==> src/rtl/sync_filter_pkg.sv <==
// Shared constants and helpers for the multi-bit synchroniser/glitch filter.
// Holds the legal parameter limits and the filter counter width function.
package sync_filter_pkg;

  localparam int SYNC_STAGES_MIN   = 2;
  localparam int SYNC_STAGES_MAX   = 8;
  localparam int FILTER_CYCLES_MAX = 256;

  // Counter only has to reach FILTER_CYCLES-1; never narrower than 1 bit.
  function automatic int cnt_width(input int filter_cycles);
    return (filter_cycles <= 2) ? 1 : $clog2(filter_cycles);
  endfunction

endpackage

==> src/rtl/sync_filter_nbit_if.sv <==
// Bundle of the synchroniser data/event signals.
//   ASYNC_IN  : asynchronous inputs (driven by master)
//   SYNC_OUT  : filtered synchronised levels
//   RISE/FALL : one-cycle per-channel edge pulses
//   CHANGED   : one-cycle pulse when any SYNC_OUT bit changes
// WIDTH must match the WIDTH of the sync_filter_nbit instance using it.
interface sync_filter_nbit_if #(parameter int WIDTH = 24);
  logic [WIDTH-1:0] ASYNC_IN;
  logic [WIDTH-1:0] SYNC_OUT;
  logic [WIDTH-1:0] RISE;
  logic [WIDTH-1:0] FALL;
  logic             CHANGED;

  modport master (output ASYNC_IN, input SYNC_OUT, RISE, FALL, CHANGED);
  modport slave  (input ASYNC_IN, output SYNC_OUT, RISE, FALL, CHANGED);
endinterface

==> src/rtl/sync_filter_channel.sv <==
// One channel: SYNC_STAGES flop synchroniser, persistence filter and
// registered edge pulses.
//   clk, rst : destination clock, synchronous active-high reset
//   din      : asynchronous input bit
//   sync_out : accepted (filtered) level
//   rise/fall: one-cycle pulses on accepted 0->1 / 1->0 (0 unless
//              SYNC_FILTER_EDGE_EN is defined)
//   upd      : combinational "accepting this cycle", for the CHANGED reduction
module sync_filter_channel
  import sync_filter_pkg::*;
#(
  parameter int SYNC_STAGES   = 4,
  parameter int FILTER_CYCLES = 4
) (
  input  logic clk,
  input  logic rst,
  input  logic din,
  output logic sync_out,
  output logic rise,
  output logic fall,
  output logic upd
);

  localparam int            CW       = cnt_width(FILTER_CYCLES);
  localparam logic [CW-1:0] CNT_LAST = CW'(FILTER_CYCLES - 1);

  // Metastability chain: keep flops adjacent, never pack into SRLs.
  (* ASYNC_REG = "TRUE", SHREG_EXTRACT = "NO" *)
  logic [SYNC_STAGES-1:0] sr;
  logic [CW-1:0]          cnt;
  logic                   s;

  assign s   = sr[SYNC_STAGES-1];
  assign upd = (s != sync_out) && (cnt == CNT_LAST);

  always_ff @(posedge clk) begin
    if (rst) begin
      sr       <= '0;
      cnt      <= '0;
      sync_out <= 1'b0;
    end else begin
      sr <= {sr[SYNC_STAGES-2:0], din};
      if (s == sync_out) begin
        cnt <= '0;               // back at accepted level: restart filter
      end else if (upd) begin
        sync_out <= s;
        cnt      <= '0;
      end else begin
        cnt <= cnt + 1'b1;
      end
    end
  end

`ifdef SYNC_FILTER_EDGE_EN
  always_ff @(posedge clk) begin
    if (rst) begin
      rise <= 1'b0;
      fall <= 1'b0;
    end else begin
      rise <= upd &  s;
      fall <= upd & ~s;
    end
  end
`else
  assign rise = 1'b0;
  assign fall = 1'b0;
`endif

endmodule

==> src/rtl/sync_filter_nbit.sv <==
// WIDTH-channel input synchroniser with per-channel glitch filter.
// Ports:
//   CLK : destination clock
//   RST : synchronous active-high reset
//   bus : sync_filter_nbit_if.slave (ASYNC_IN in; SYNC_OUT, RISE, FALL,
//         CHANGED out)
// Optional feature macro: SYNC_FILTER_EDGE_EN -- when defined RISE/FALL/
// CHANGED are generated; otherwise they are constant 0 with no flops.
// Channels resolve independently; not for coherent multi-bit buses.
module sync_filter_nbit
  import sync_filter_pkg::*;
#(
  parameter int WIDTH         = 24,
  parameter int SYNC_STAGES   = 4,
  parameter int FILTER_CYCLES = 4
) (
  input  logic                CLK,
  input  logic                RST,
  sync_filter_nbit_if.slave   bus
);

  if (SYNC_STAGES < SYNC_STAGES_MIN || SYNC_STAGES > SYNC_STAGES_MAX) begin : g_bad_stages
    $error("sync_filter_nbit: SYNC_STAGES out of range 2..8");
  end
  if (FILTER_CYCLES < 1 || FILTER_CYCLES > FILTER_CYCLES_MAX) begin : g_bad_filter
    $error("sync_filter_nbit: FILTER_CYCLES out of range 1..256");
  end

  logic [WIDTH-1:0] out_v, rise_v, fall_v, upd_v;

  for (genvar i = 0; i < WIDTH; i++) begin : g_ch
    sync_filter_channel #(
      .SYNC_STAGES  (SYNC_STAGES),
      .FILTER_CYCLES(FILTER_CYCLES)
    ) u_ch (
      .clk     (CLK),
      .rst     (RST),
      .din     (bus.ASYNC_IN[i]),
      .sync_out(out_v[i]),
      .rise    (rise_v[i]),
      .fall    (fall_v[i]),
      .upd     (upd_v[i])
    );
  end

  assign bus.SYNC_OUT = out_v;
  assign bus.RISE     = rise_v;
  assign bus.FALL     = fall_v;

`ifdef SYNC_FILTER_EDGE_EN
  logic changed;
  always_ff @(posedge CLK) begin
    if (RST) changed <= 1'b0;
    else     changed <= |upd_v;
  end
  assign bus.CHANGED = changed;
`else
  logic unused_upd;
  assign unused_upd  = ^upd_v;
  assign bus.CHANGED = 1'b0;
`endif

endmodule

==> src/flat_wrapper.sv <==
// flat-port wrapper written by rule: the top's interface ports become plain ports
module sync_filter_nbit_flat import sync_filter_pkg::*;
#(
  parameter int WIDTH         = 24,
  parameter int SYNC_STAGES   = 4,
  parameter int FILTER_CYCLES = 4
)
  (CLK, RST, bus_ASYNC_IN, bus_SYNC_OUT, bus_RISE, bus_FALL, bus_CHANGED);
  sync_filter_nbit_if #(.WIDTH(WIDTH)) bus_i ();
  input  logic CLK;
  input  logic RST;
  input wire logic [$bits(bus_i.ASYNC_IN)-1:0] bus_ASYNC_IN;
  output wire logic [$bits(bus_i.SYNC_OUT)-1:0] bus_SYNC_OUT;
  output wire logic [$bits(bus_i.RISE)-1:0] bus_RISE;
  output wire logic [$bits(bus_i.FALL)-1:0] bus_FALL;
  output wire logic [$bits(bus_i.CHANGED)-1:0] bus_CHANGED;
  assign bus_i.ASYNC_IN = bus_ASYNC_IN;
  assign bus_SYNC_OUT = bus_i.SYNC_OUT;
  assign bus_RISE = bus_i.RISE;
  assign bus_FALL = bus_i.FALL;
  assign bus_CHANGED = bus_i.CHANGED;
  sync_filter_nbit #(.WIDTH(WIDTH), .SYNC_STAGES(SYNC_STAGES), .FILTER_CYCLES(FILTER_CYCLES)) u_core (.CLK(CLK), .RST(RST), .bus(bus_i));
endmodule
==> config.mk <==
export PLATFORM = sky130hd
export DESIGN_NAME = sync_filter_nbit_flat
export DESIGN_NICKNAME = d
export VERILOG_FILES = /design/src/rtl/sync_filter_pkg.sv /design/src/rtl/sync_filter_nbit_if.sv /design/src/rtl/sync_filter_channel.sv /design/src/rtl/sync_filter_nbit.sv /design/src/flat_wrapper.sv
export SDC_FILE = /design/constraint.sdc
export NUM_CORES = 1
export LEC_CHECK = 0
export BUFFER_PORTS_ARGS = -buffer_cell sky130_fd_sc_hd__clkbuf_2
export CORE_AREA = 2 2 107 109
export CTS_CLUSTER_SIZE = 25
export DETAILED_ROUTE_END_ITERATION = 16
export DIE_AREA = 0 0 109 111
export PLACE_DENSITY = 0.77
export SLEW_MARGIN = 5
export SYNTH_ARGS = -nofsm -noshare
export SYNTH_HDL_FRONTEND = slang
export SYNTH_SLANG_ARGS = --single-unit
==> constraint.sdc <==
create_clock -name CLK -period 1.1 [get_ports CLK]
set_input_delay 0.22 -clock CLK [delete_from_list [all_inputs] [get_ports CLK]]
set_output_delay 0.22 -clock CLK [all_outputs]
set_load 0.02 [all_outputs]
==> impl_metrics.ini <==
[floorplanning]
io_pins = 99
start_util_pct = 52.7
design.core.area_sq_mm = 0.0111
rows = 39
die_h_um = 111
die_w_um = 109
die_area_sq_mm = 0.0121

[critical_path]
start_kind = register
critPathBufInv = 1
r2r-end = u_core.g_ch[6].u_ch.cnt[1]
crit_family = flip-flops
cp-end-kind = primary output
r2r-start = u_core.g_ch[6].u_ch.sync_out
path_depth = 1
cp_data_required_time_ns = 0.88
worst_path_max_delay_cell = dfxtp_4
path_max_fanout = 3
setup.worst_path.class = register to primary output
reg2reg_depth = 4
crit_chain = buf_8
slowest_delay_ns = 0.36
cp_data_arrival_time_ns = 0.89
rrSetupSlack_ns = 0.05

[place]
io_buffers = 49
post-place-cells = 663
routabilityCongestion = 0.625
pre_cts_ws_ns = 0.0280
place_hpwl_mm = 5.38
dpl-instance-area_sq_mm = 0.00592

[global_routing]
grt_pass1_vias = 3218
grt_start_max_net_pins = 31
grt-ovfl-total = 0
grt_usage_pct = 14.5
grt_pass1_wl_mm = 13.6
antenna_found_initial = 0

[synthesis]
yosysSeqAreaShare_pct = 57.6
synth_compound_area_share_pct = 0
syn_inst = 500
synth_cell_types = 13
synth_top_family_by_area = simple AND/OR/NAND/NOR gates
synthMuxAreaShare_pct = 4.11
synth_xor_xnor_area_share_pct = 3.60
ys_warn_count = 0
yosys.area_share.simple_pct = 18.0
netlist.area_leader.share_pct = 57.6
synth_top_area_cell = dfxtp_1
ys_top_cells_by_area = dfxtp_1 58%, nor2b_1 10%, buf_4 9.9%
synth_area_sq_mm = 0.00584
ys_seq_elements = 168
syn_avg_cell_area_sq_um = 11.7
synth-adder-area-share_pct = 5.14

[routing]
drc_errors = 0
via_per_inst = 4.47
wl_mm = 8.11
vias = 3252
drt_iter0_markers = 86
wl_per_cell_um = 11.2
antenna_left = 0
drt_pass1_iterations = 4

[power]
p_total_mw = 13.2
power_density_mw_per_mm2 = 1850
p_leak_nw = 2.99
ir_drop_uv = 1020

[clock_network]
clk_pin_slew_ns = 0.06
clock_sinks = 168
clock_path_buffers = 2
cts_buffers = 17
clock_latency_ns = 0.41
htreeDepth = 4
root_buffer = clkbuf_16
cts_tree = yes

[status]
violations = negative setup slack
outcome = complete, but fails checks

[sta]
fin_tns_setup_ns = -0.0116
hold_viol = 0
layout_worst_path_cycle_share_pct = 101
maxSlewViolCount = 0
layout_min_cycle_time_ns = 1.11
fin_ws_ns = -0.00878
setup_violations = 2
fmax_mhz = 902
finClkSkew_ns = 0.00885
holdWs_ns = 0.0226
rsz0062_at_grt = yes

[worst_hold_path]
hp-class = input port to register
min_path_cells = 2
min_to = u_core.g_ch[1].u_ch.sr[0]
min-delay-start = bus_ASYNC_IN[1]

[cells_and_area]
fin_util_pct = 64.2
stdcell_count = 727
postLayoutCellArea_sq_mm = 0.00711
area_growth_pct = 21.7
diodes = 0
final_common_cell = dfxtp_1
fin_nets = 621
drive_gt1_share_pct = 24.5
layout_common_cells = 144 x dfxtp_1, 96 x nor2b_1, 49 x conb_1
fillers = 829

[job]
cap_violations = 0
-- report_power, final --
group / switching (mW) / internal (mW)
Sequential: 0.0355 / 6.21
Combinational: 0.293 / 0.173
Clock: 2.22 / 4.26
-- worst max-delay path by stage --
stage / from / endpoint / slack [ns]
CTS: u_core.g_ch[10].u_ch.sync_out / bus_SYNC_OUT[10] / -0.07
finish: u_core.g_ch[10].u_ch.sync_out / bus_SYNC_OUT[10] / -0.009
floorplan: u_core.g_ch[0].u_ch.cnt[0] / u_core.g_ch[0].u_ch.cnt[1] / 0.24
global placement: RST / u_core.g_ch[22].u_ch.sync_out / 0.16
detailed placement: RST / u_core.g_ch[1].u_ch.cnt[1] / 0.03
global route: u_core.g_ch[10].u_ch.sync_out / bus_SYNC_OUT[10] / -0.05
-- registers in the layout, indices dropped and copies added, names as in the netlist --
signal and flops:
u_core.g_ch.u_ch.cnt 48, u_core.g_ch.u_ch.sr 96, u_core.g_ch.u_ch.sync_out 24
-- final cells by class --
class / instances / area (sq um) / area share (%)
Timing Repair Buffer: 95 / 886 / 12.5
Multi-Input combinational cell: 289 / 1990 / 28.0
Clock buffer: 20 / 437 / 6.14
Tap cell: 143 / 179 / 2.52
Clock inverter: 12 / 223 / 3.13
Sequential cell: 168 / 3400 / 47.7
-- synthesized netlist by cell type (all sizes together) --
| library cell | n |
|---|---|
| xnor2 | 24 |
| clkbuf | 5 |
| nor4 | 24 |
| buf | 86 |
| ha | 24 |
| nor2 | 24 |
| mux2i | 24 |
| dfxtp | 168 |
| conb | 1 |
| nor4b | 24 |
| nor2b | 96 |
-- routing by layer --
metal / wire (um) / track usage [%] / part of all wire, % / vias up
li1: - / - / - / 1680
met1: 3350 / 15.4 / 41 / 1479
met2: 4230 / 25.0 / 52 / 83
met3: 400 / 5.11 / 4.9 / 10
met4: 125 / 6.84 / 1.5 / 0
met5: 0 / 0 / 0 / -
-- timing repair --
| action | in CTS | in global routing |
|---|---|---|
| endpoints found under the hold margin | 6 | 0 |
| hold buffers | 6 | 0 |
| buffers inserted | 21 | 5 |
| gates resized for setup | 72 | 26 |
| setup endpoints to repair | 24 | 25 |
-- kinds of logic (layout without fill, tap and decap cells) --
group / Yosys count / after routing
XOR/XNOR: 24 / 24
adder cells (fa/ha/maj): 24 / 24
buffers and inverters: 91 / 127
flip-flops: 168 / 168
multiplexers: 24 / 24
other: 1 / 49
AND/OR/NAND/NOR: 168 / 168
(Power assumes the default switching activity.)
